==> config.mk <==
export PLATFORM = sky130hd
export DESIGN_NAME = tt_flit_receiver
export DESIGN_NICKNAME = d
export VERILOG_FILES = /design/src/rtl/tt_flit_receiver.sv
export SDC_FILE = /design/constraint.sdc
export NUM_CORES = 1
export LEC_CHECK = 0
export ABC_CLOCK_PERIOD_IN_PS = 1890
export CORE_UTILIZATION = 36
export DETAILED_ROUTE_END_ITERATION = 16
export PLACE_DENSITY_LB_ADDON = 0.1
export REMOVE_ABC_BUFFERS = 1
export SLEW_MARGIN = 20
export SYNTH_ARGS = -nofsm -noshare
export SYNTH_HDL_FRONTEND = slang
export SYNTH_SLANG_ARGS = --single-unit
==> constraint.sdc <==
create_clock -name clk -period 1.89 [get_ports clk]
set_input_delay 0.2835 -clock clk [delete_from_list [all_inputs] [get_ports clk]]
set_output_delay 0.2835 -clock clk [all_outputs]
set_load 0.02 [all_outputs]
==> src/rtl/tt_flit_receiver.sv <==
// Receive-side depacketizer: parses header / optional timestamp / payload / tail flits,
// delivers port id and payload words, flags framing errors. Optional feature: TT_RX_TIMESTAMP_EN.
module tt_flit_receiver #(
  parameter int FLIT_DATA_WIDTH = 32,
  parameter int FLIT_TYPE_WIDTH = 2,
  parameter int FLIT_WIDTH      = FLIT_DATA_WIDTH + FLIT_TYPE_WIDTH,
  parameter int MAX_MSGLEN      = 1023
) (
  input  logic                       clk,
  input  logic                       reset_n,
  input  logic [FLIT_WIDTH-1:0]      flit_sink,
  input  logic                       valid_sink,
  output logic                       ready_sink,
  input  logic                       core_stall,
  input  logic [63:0]                GTB,
  output logic                       portid_valid,
  output logic [7:0]                 sink_portid,
  output logic                       write_en,
  output logic [FLIT_DATA_WIDTH-1:0] sink_dataout,
  output logic                       sink_terminate,
  output logic [31:0]                latency,
  output logic                       latency_valid,
  output logic                       len_err,
  output logic                       proto_err
);

  typedef enum logic [1:0] {
    S_IDLE,
    S_TS_HI,
    S_TS_LO,
    S_PAYLOAD
  } state_t;

  localparam logic [1:0] T_BODY = 2'b00;
  localparam logic [1:0] T_HEAD = 2'b01;
  localparam logic [1:0] T_TAIL = 2'b10;
  localparam logic [9:0] COUNT_MAX = 10'(MAX_MSGLEN);

`ifdef TT_RX_TIMESTAMP_EN
  localparam state_t HDR_NEXT = S_TS_HI;
`else
  localparam state_t HDR_NEXT = S_PAYLOAD;
`endif

  state_t                     state_q, state_d;
  logic [9:0]                 count_q, count_d, count_inc;
  logic [9:0]                 msglen_q, msglen_d;
  logic [7:0]                 portid_d;
  logic [FLIT_DATA_WIDTH-1:0] data_d;
  logic                       pv_d, we_d, term_d, len_d, proto_d;

  logic                       accept;
  logic [FLIT_TYPE_WIDTH-1:0] flit_type;
  logic [FLIT_DATA_WIDTH-1:0] flit_data;

`ifdef TT_RX_TIMESTAMP_EN
  logic [31:0] ts_hi_q, ts_hi_d, ts_lo_q, ts_lo_d;
  logic [31:0] lat_q, lat_d;
  logic        latv_q, latv_d;
  logic        unused_bits;
  assign unused_bits   = ^{GTB[63:32], ts_hi_q};
  assign latency       = lat_q;
  assign latency_valid = latv_q;
`else
  logic unused_bits;
  assign unused_bits   = ^GTB;
  assign latency       = 32'd0;
  assign latency_valid = 1'b0;
`endif

  // ready is purely combinational: no skid buffer, stall blocks acceptance in the same cycle
  assign ready_sink = reset_n & ~core_stall;
  assign accept     = valid_sink & ready_sink;
  assign flit_type  = flit_sink[FLIT_WIDTH-1 -: FLIT_TYPE_WIDTH];
  assign flit_data  = flit_sink[FLIT_DATA_WIDTH-1:0];
  assign count_inc  = (count_q == COUNT_MAX) ? count_q : count_q + 10'd1;

  always_comb begin
    state_d  = state_q;
    count_d  = count_q;
    msglen_d = msglen_q;
    portid_d = sink_portid;
    data_d   = sink_dataout;
    pv_d     = 1'b0;
    we_d     = 1'b0;
    term_d   = 1'b0;
    len_d    = 1'b0;
    proto_d  = 1'b0;
`ifdef TT_RX_TIMESTAMP_EN
    ts_hi_d  = ts_hi_q;
    ts_lo_d  = ts_lo_q;
    lat_d    = lat_q;
    latv_d   = 1'b0;
`endif

    if (accept) begin
      // a header always restarts parsing; outside IDLE it also aborts the open packet
      if (flit_type == T_HEAD) begin
        portid_d = flit_data[7:0];
        msglen_d = flit_data[17:8];
        count_d  = 10'd0;
        pv_d     = 1'b1;
        proto_d  = (state_q != S_IDLE);
        state_d  = HDR_NEXT;
      end else begin
        case (state_q)
`ifdef TT_RX_TIMESTAMP_EN
          S_TS_HI: begin
            if (flit_type == T_BODY) begin
              ts_hi_d = flit_data[31:0];
              state_d = S_TS_LO;
            end else begin
              proto_d = 1'b1;
              state_d = S_IDLE;
            end
          end
          S_TS_LO: begin
            if (flit_type == T_BODY) begin
              ts_lo_d = flit_data[31:0];
              state_d = S_PAYLOAD;
            end else begin
              proto_d = 1'b1;
              state_d = S_IDLE;
            end
          end
`endif
          S_PAYLOAD: begin
            if (flit_type == T_BODY) begin
              we_d    = 1'b1;
              data_d  = flit_data;
              count_d = count_inc;
            end else if (flit_type == T_TAIL) begin
              we_d    = 1'b1;
              data_d  = flit_data;
              term_d  = 1'b1;
              len_d   = (count_inc != msglen_q);
              count_d = 10'd0;
              state_d = S_IDLE;
`ifdef TT_RX_TIMESTAMP_EN
              lat_d   = GTB[31:0] - ts_lo_q;
              latv_d  = 1'b1;
`endif
            end else begin
              proto_d = 1'b1;
              state_d = S_IDLE;
            end
          end
          default: begin
            proto_d = 1'b1;
            state_d = S_IDLE;
          end
        endcase
      end
    end
  end

  always_ff @(posedge clk or negedge reset_n) begin
    if (!reset_n) begin
      state_q        <= S_IDLE;
      count_q        <= 10'd0;
      msglen_q       <= 10'd0;
      sink_portid    <= 8'd0;
      sink_dataout   <= '0;
      portid_valid   <= 1'b0;
      write_en       <= 1'b0;
      sink_terminate <= 1'b0;
      len_err        <= 1'b0;
      proto_err      <= 1'b0;
`ifdef TT_RX_TIMESTAMP_EN
      ts_hi_q        <= 32'd0;
      ts_lo_q        <= 32'd0;
      lat_q          <= 32'd0;
      latv_q         <= 1'b0;
`endif
    end else begin
      state_q        <= state_d;
      count_q        <= count_d;
      msglen_q       <= msglen_d;
      sink_portid    <= portid_d;
      sink_dataout   <= data_d;
      portid_valid   <= pv_d;
      write_en       <= we_d;
      sink_terminate <= term_d;
      len_err        <= len_d;
      proto_err      <= proto_d;
`ifdef TT_RX_TIMESTAMP_EN
      ts_hi_q        <= ts_hi_d;
      ts_lo_q        <= ts_lo_d;
      lat_q          <= lat_d;
      latv_q         <= latv_d;
`endif
    end
  end

endmodule

==> reports/qor.yml <==
run_status:
  outcome: "finished, violations left"
  violations: "negative setup slack"
placed_design:
  dp_hpwl_um: 5360
  gp_congestion: 0.853
  place_ws_ns: -0.203
  port_buffers: 83
  dp.cells: 500
sta:
  fmax_mhz: 512
  fin_ws_ns: -0.0649
  drv_slew: 0
  whs_ns: 0.143
  fin_crit_sh_pct: 103
  rsz0062_at_grt: "yes"
  finalSetupViolCount: 1
  worstMarginPinSlew_ns: 0.838
  finalHoldViolations: 0
  period_needed_ns: 1.95
  setup_tns_ns: -0.0649
  slew-limit-headroom_pct: 44.1
  skew_ns: 0.00860
pwr:
  pwr-share-seq_pct: 38.4
  p_clk_share_pct: 28.9
  ir_drop_mv: 0.649
  p_leak_uw: 0.00210
  powerDensity_nw_per_um2: 1060
  p_int_uw: 3510
  p_total_uw: 5060
  combPwrFrac_pct: 32.7
  p_sw_uw: 1540
  switching_share_pct: 30.5
routing:
  wl_per_cell_um: 14.4
  via_per_inst: 4.84
  vias: 2505
  first_pass_iters: 6
  ant_nets: 0
  drt_wl_total_um: 7480
  drcViolationCount: 0
  drt_first_iter_violations: 103
worst_setup_path:
  critPathMaxFanout: 5
  crit_path_end_kind: "flop"
  critPathLaunchType: "flop"
  crit_required_ns: 2.09
  critPathArrivalTime_ns: 2.16
  ff2ff_setup_slack_ns: -0.06
  crit_type: "reg -> reg"
cts:
  hold_buffers: 0
  cts.sinks: 66
  htreeDepth: 3
  clk_pin_slew_ns: 0.08
  clk_latency_ns: 0.35
  cts_buffer_depth: 2
  numCtsBuffers: 9
  cts_root_buf: "clkbuf_8"
  cts_tree: "yes"
synthesis:
  ys_warn_count: 0
  ys_seq_elements: 66
  syn_area_per_cell_um2: 11.9
  synth_edf_count: 0
  syn-instance-count: 282
  ys_seq_area_share_pct: 49.3
  synth.distinct_cells: 57
  ys.flop_type: "dfrtp_1"
  synthArstFlopShare_pct: 100
  syn_area_um2: 3350
final_layout:
  layout-drive-gt1-share_pct: 33.9
  area_growth_pct: 42.5
  mostFrequentLayoutCells: "82 x clkdlybuf4s50_1, 66 x dfrtp_1, 49 x mux2_2"
  nFillCells: 804
  fin_nets: 508
  final_cells: 518
  final_common_cell: "clkdlybuf4s50_1"
  diodes: 0
die:
  die_x_um: 98.5
  coreArea_um2: 8850
  io_pins: 181
  num_rows: 34
  initial_utilization_pct: 37.9
  die_h_um: 98.5
  dieArea_um2: 9700
run:
  cap_violations: 0
grt:
  grt.total_usage_pct: 16.3
  grt_pass1_wl_um: 12400
  grt-ovfl-total: 0
  grt_pass1_vias: 2629
  antenna_found_initial: 0
  grt_max_degree: 67
hold_path:
  hp-class: "in -> async"
[metrics by stage]
| stage | cell area, µm² | utilization [%] |
|---|---|---|
| finish | 4780 | 54.0 |
| global route | 4780 | 54.0 |
| CTS | 4720 | 53.4 |
| detailed placement | 4440 | 50.2 |
| global placement | 4440 | 50.2 |
| floorplan | 3140 | - |
[cell families after synthesis]
logic type      after synthesis  share of synthesized area (%)
buf+inv                      51                           10.3
other cells                   1                          0.112
simple gates                 55                           10.4
fa+ha+maj                     1                          0.373
xor+xnor                      7                           2.05
mux                          52                           17.4
flops                        66                           49.3
compound gates               49                           10.1
[worst max-delay path: stages, from the launching register on]
cell      delay [ns]
dfrtp_1         0.42
ha_4            0.19
buf_6           0.13
buf_4           0.14
nand2_2         0.07
a211o_1         0.15
o311ai_2        0.10
nor4_2          0.34
buf_4           0.17
a41oi_2         0.10
[registers in the layout, summed over array words and instances, names as in the netlist]
| signal | count |
|---|---|
| msglen_q | 10 |
| state_q | 1 |
| len_err | 1 |
| count_q | 10 |
| write_en | 1 |
| sink_portid | 8 |
| proto_err | 1 |
| sink_dataout | 32 |
| sink_terminate | 1 |
| portid_valid | 1 |
[worst paths after layout]
| path | from | to | cells past startpoint |
|---|---|---|---|
| min in group clk | reset_n | state_q[0] | 4 |
| worst min register to register | sink_dataout[16] | sink_dataout[16] | 1 |
| worst max register to register | count_q[1] | len_err | 9 |
| worst max-delay path | count_q[1] | len_err | 9 |
| max in group asynchronous | reset_n | sink_dataout[19] | 2 |
| worst min-delay path | reset_n | count_q[9] | 2 |
[power groups by stage]
stage	Combinational, µW	Clock (µW)	Sequential (µW)
3_3_place_gp	1610	0	1950
6_report	1650	1460	1940
5_1_grt	1760	1560	1990
3_5_place_dp	1630	0	1960
2_1_floorplan	480	0	2290
4_1_cts	1650	1510	1940
[repair_timing]
action	in CTS	in global routing
endpoints found under the setup margin	1	1
resized for setup	7	12
buffers inserted	1	1
endpoints found under the hold margin	0	0
pin swaps	4	6
[cell type report]
type / instances / area [µm²] / area share, %
Clock inverter: 6 / 115 / 2.41
Tap cell: 108 / 135 / 2.83
Sequential cell: 66 / 1650 / 34.6
Timing Repair Buffer: 128 / 1180 / 24.8
Multi-Input combinational cell: 197 / 1550 / 32.5
Inverter: 3 / 11.3 / 0.236
Clock buffer: 10 / 128 / 2.67
[cell usage after synthesis, types with 2 or more instances]
| master | n | share of area, % |
|---|---|---|
| inv_1 | 3 | 0.34 |
| nand3_4 | 2 | 1.0 |
| nor3_4 | 2 | 0.97 |
| nor2b_1 | 3 | 0.56 |
| xnor2_1 | 3 | 0.78 |
| nand2_1 | 17 | 1.9 |
| xor2_1 | 3 | 0.78 |
| buf_2 | 8 | 1.2 |
| nand2b_1 | 3 | 0.56 |
| o22a_1 | 2 | 0.52 |
| buf_4 | 38 | 8.5 |
| dfrtp_1 | 66 | 49 |
| nand2_2 | 2 | 0.37 |
| and3b_1 | 2 | 0.52 |
| mux2i_1 | 2 | 0.60 |
| nand3_2 | 2 | 0.60 |
| nor3_1 | 2 | 0.30 |
| nand3_1 | 3 | 0.45 |
| nor2_1 | 7 | 0.78 |
| o311ai_0 | 2 | 0.52 |
| o21ai_0 | 12 | 1.8 |
| a21oi_1 | 14 | 2.1 |
| mux2_2 | 49 | 16 |
| a31o_2 | 2 | 0.52 |
[layer usage]
layer / part of all wire [%] / vias up / GRT usage (%) / wire, µm
met4: 2.3 / 0 / 7.69 / 172
met5: 0 / - / 0 / 0
met1: 43 / 1209 / 19.2 / 3220
met2: 48 / 94 / 27.5 / 3580
met3: 6.9 / 16 / 4.82 / 513
li1: - / 1186 / - / -
Power figures use the tool's default switching activity.
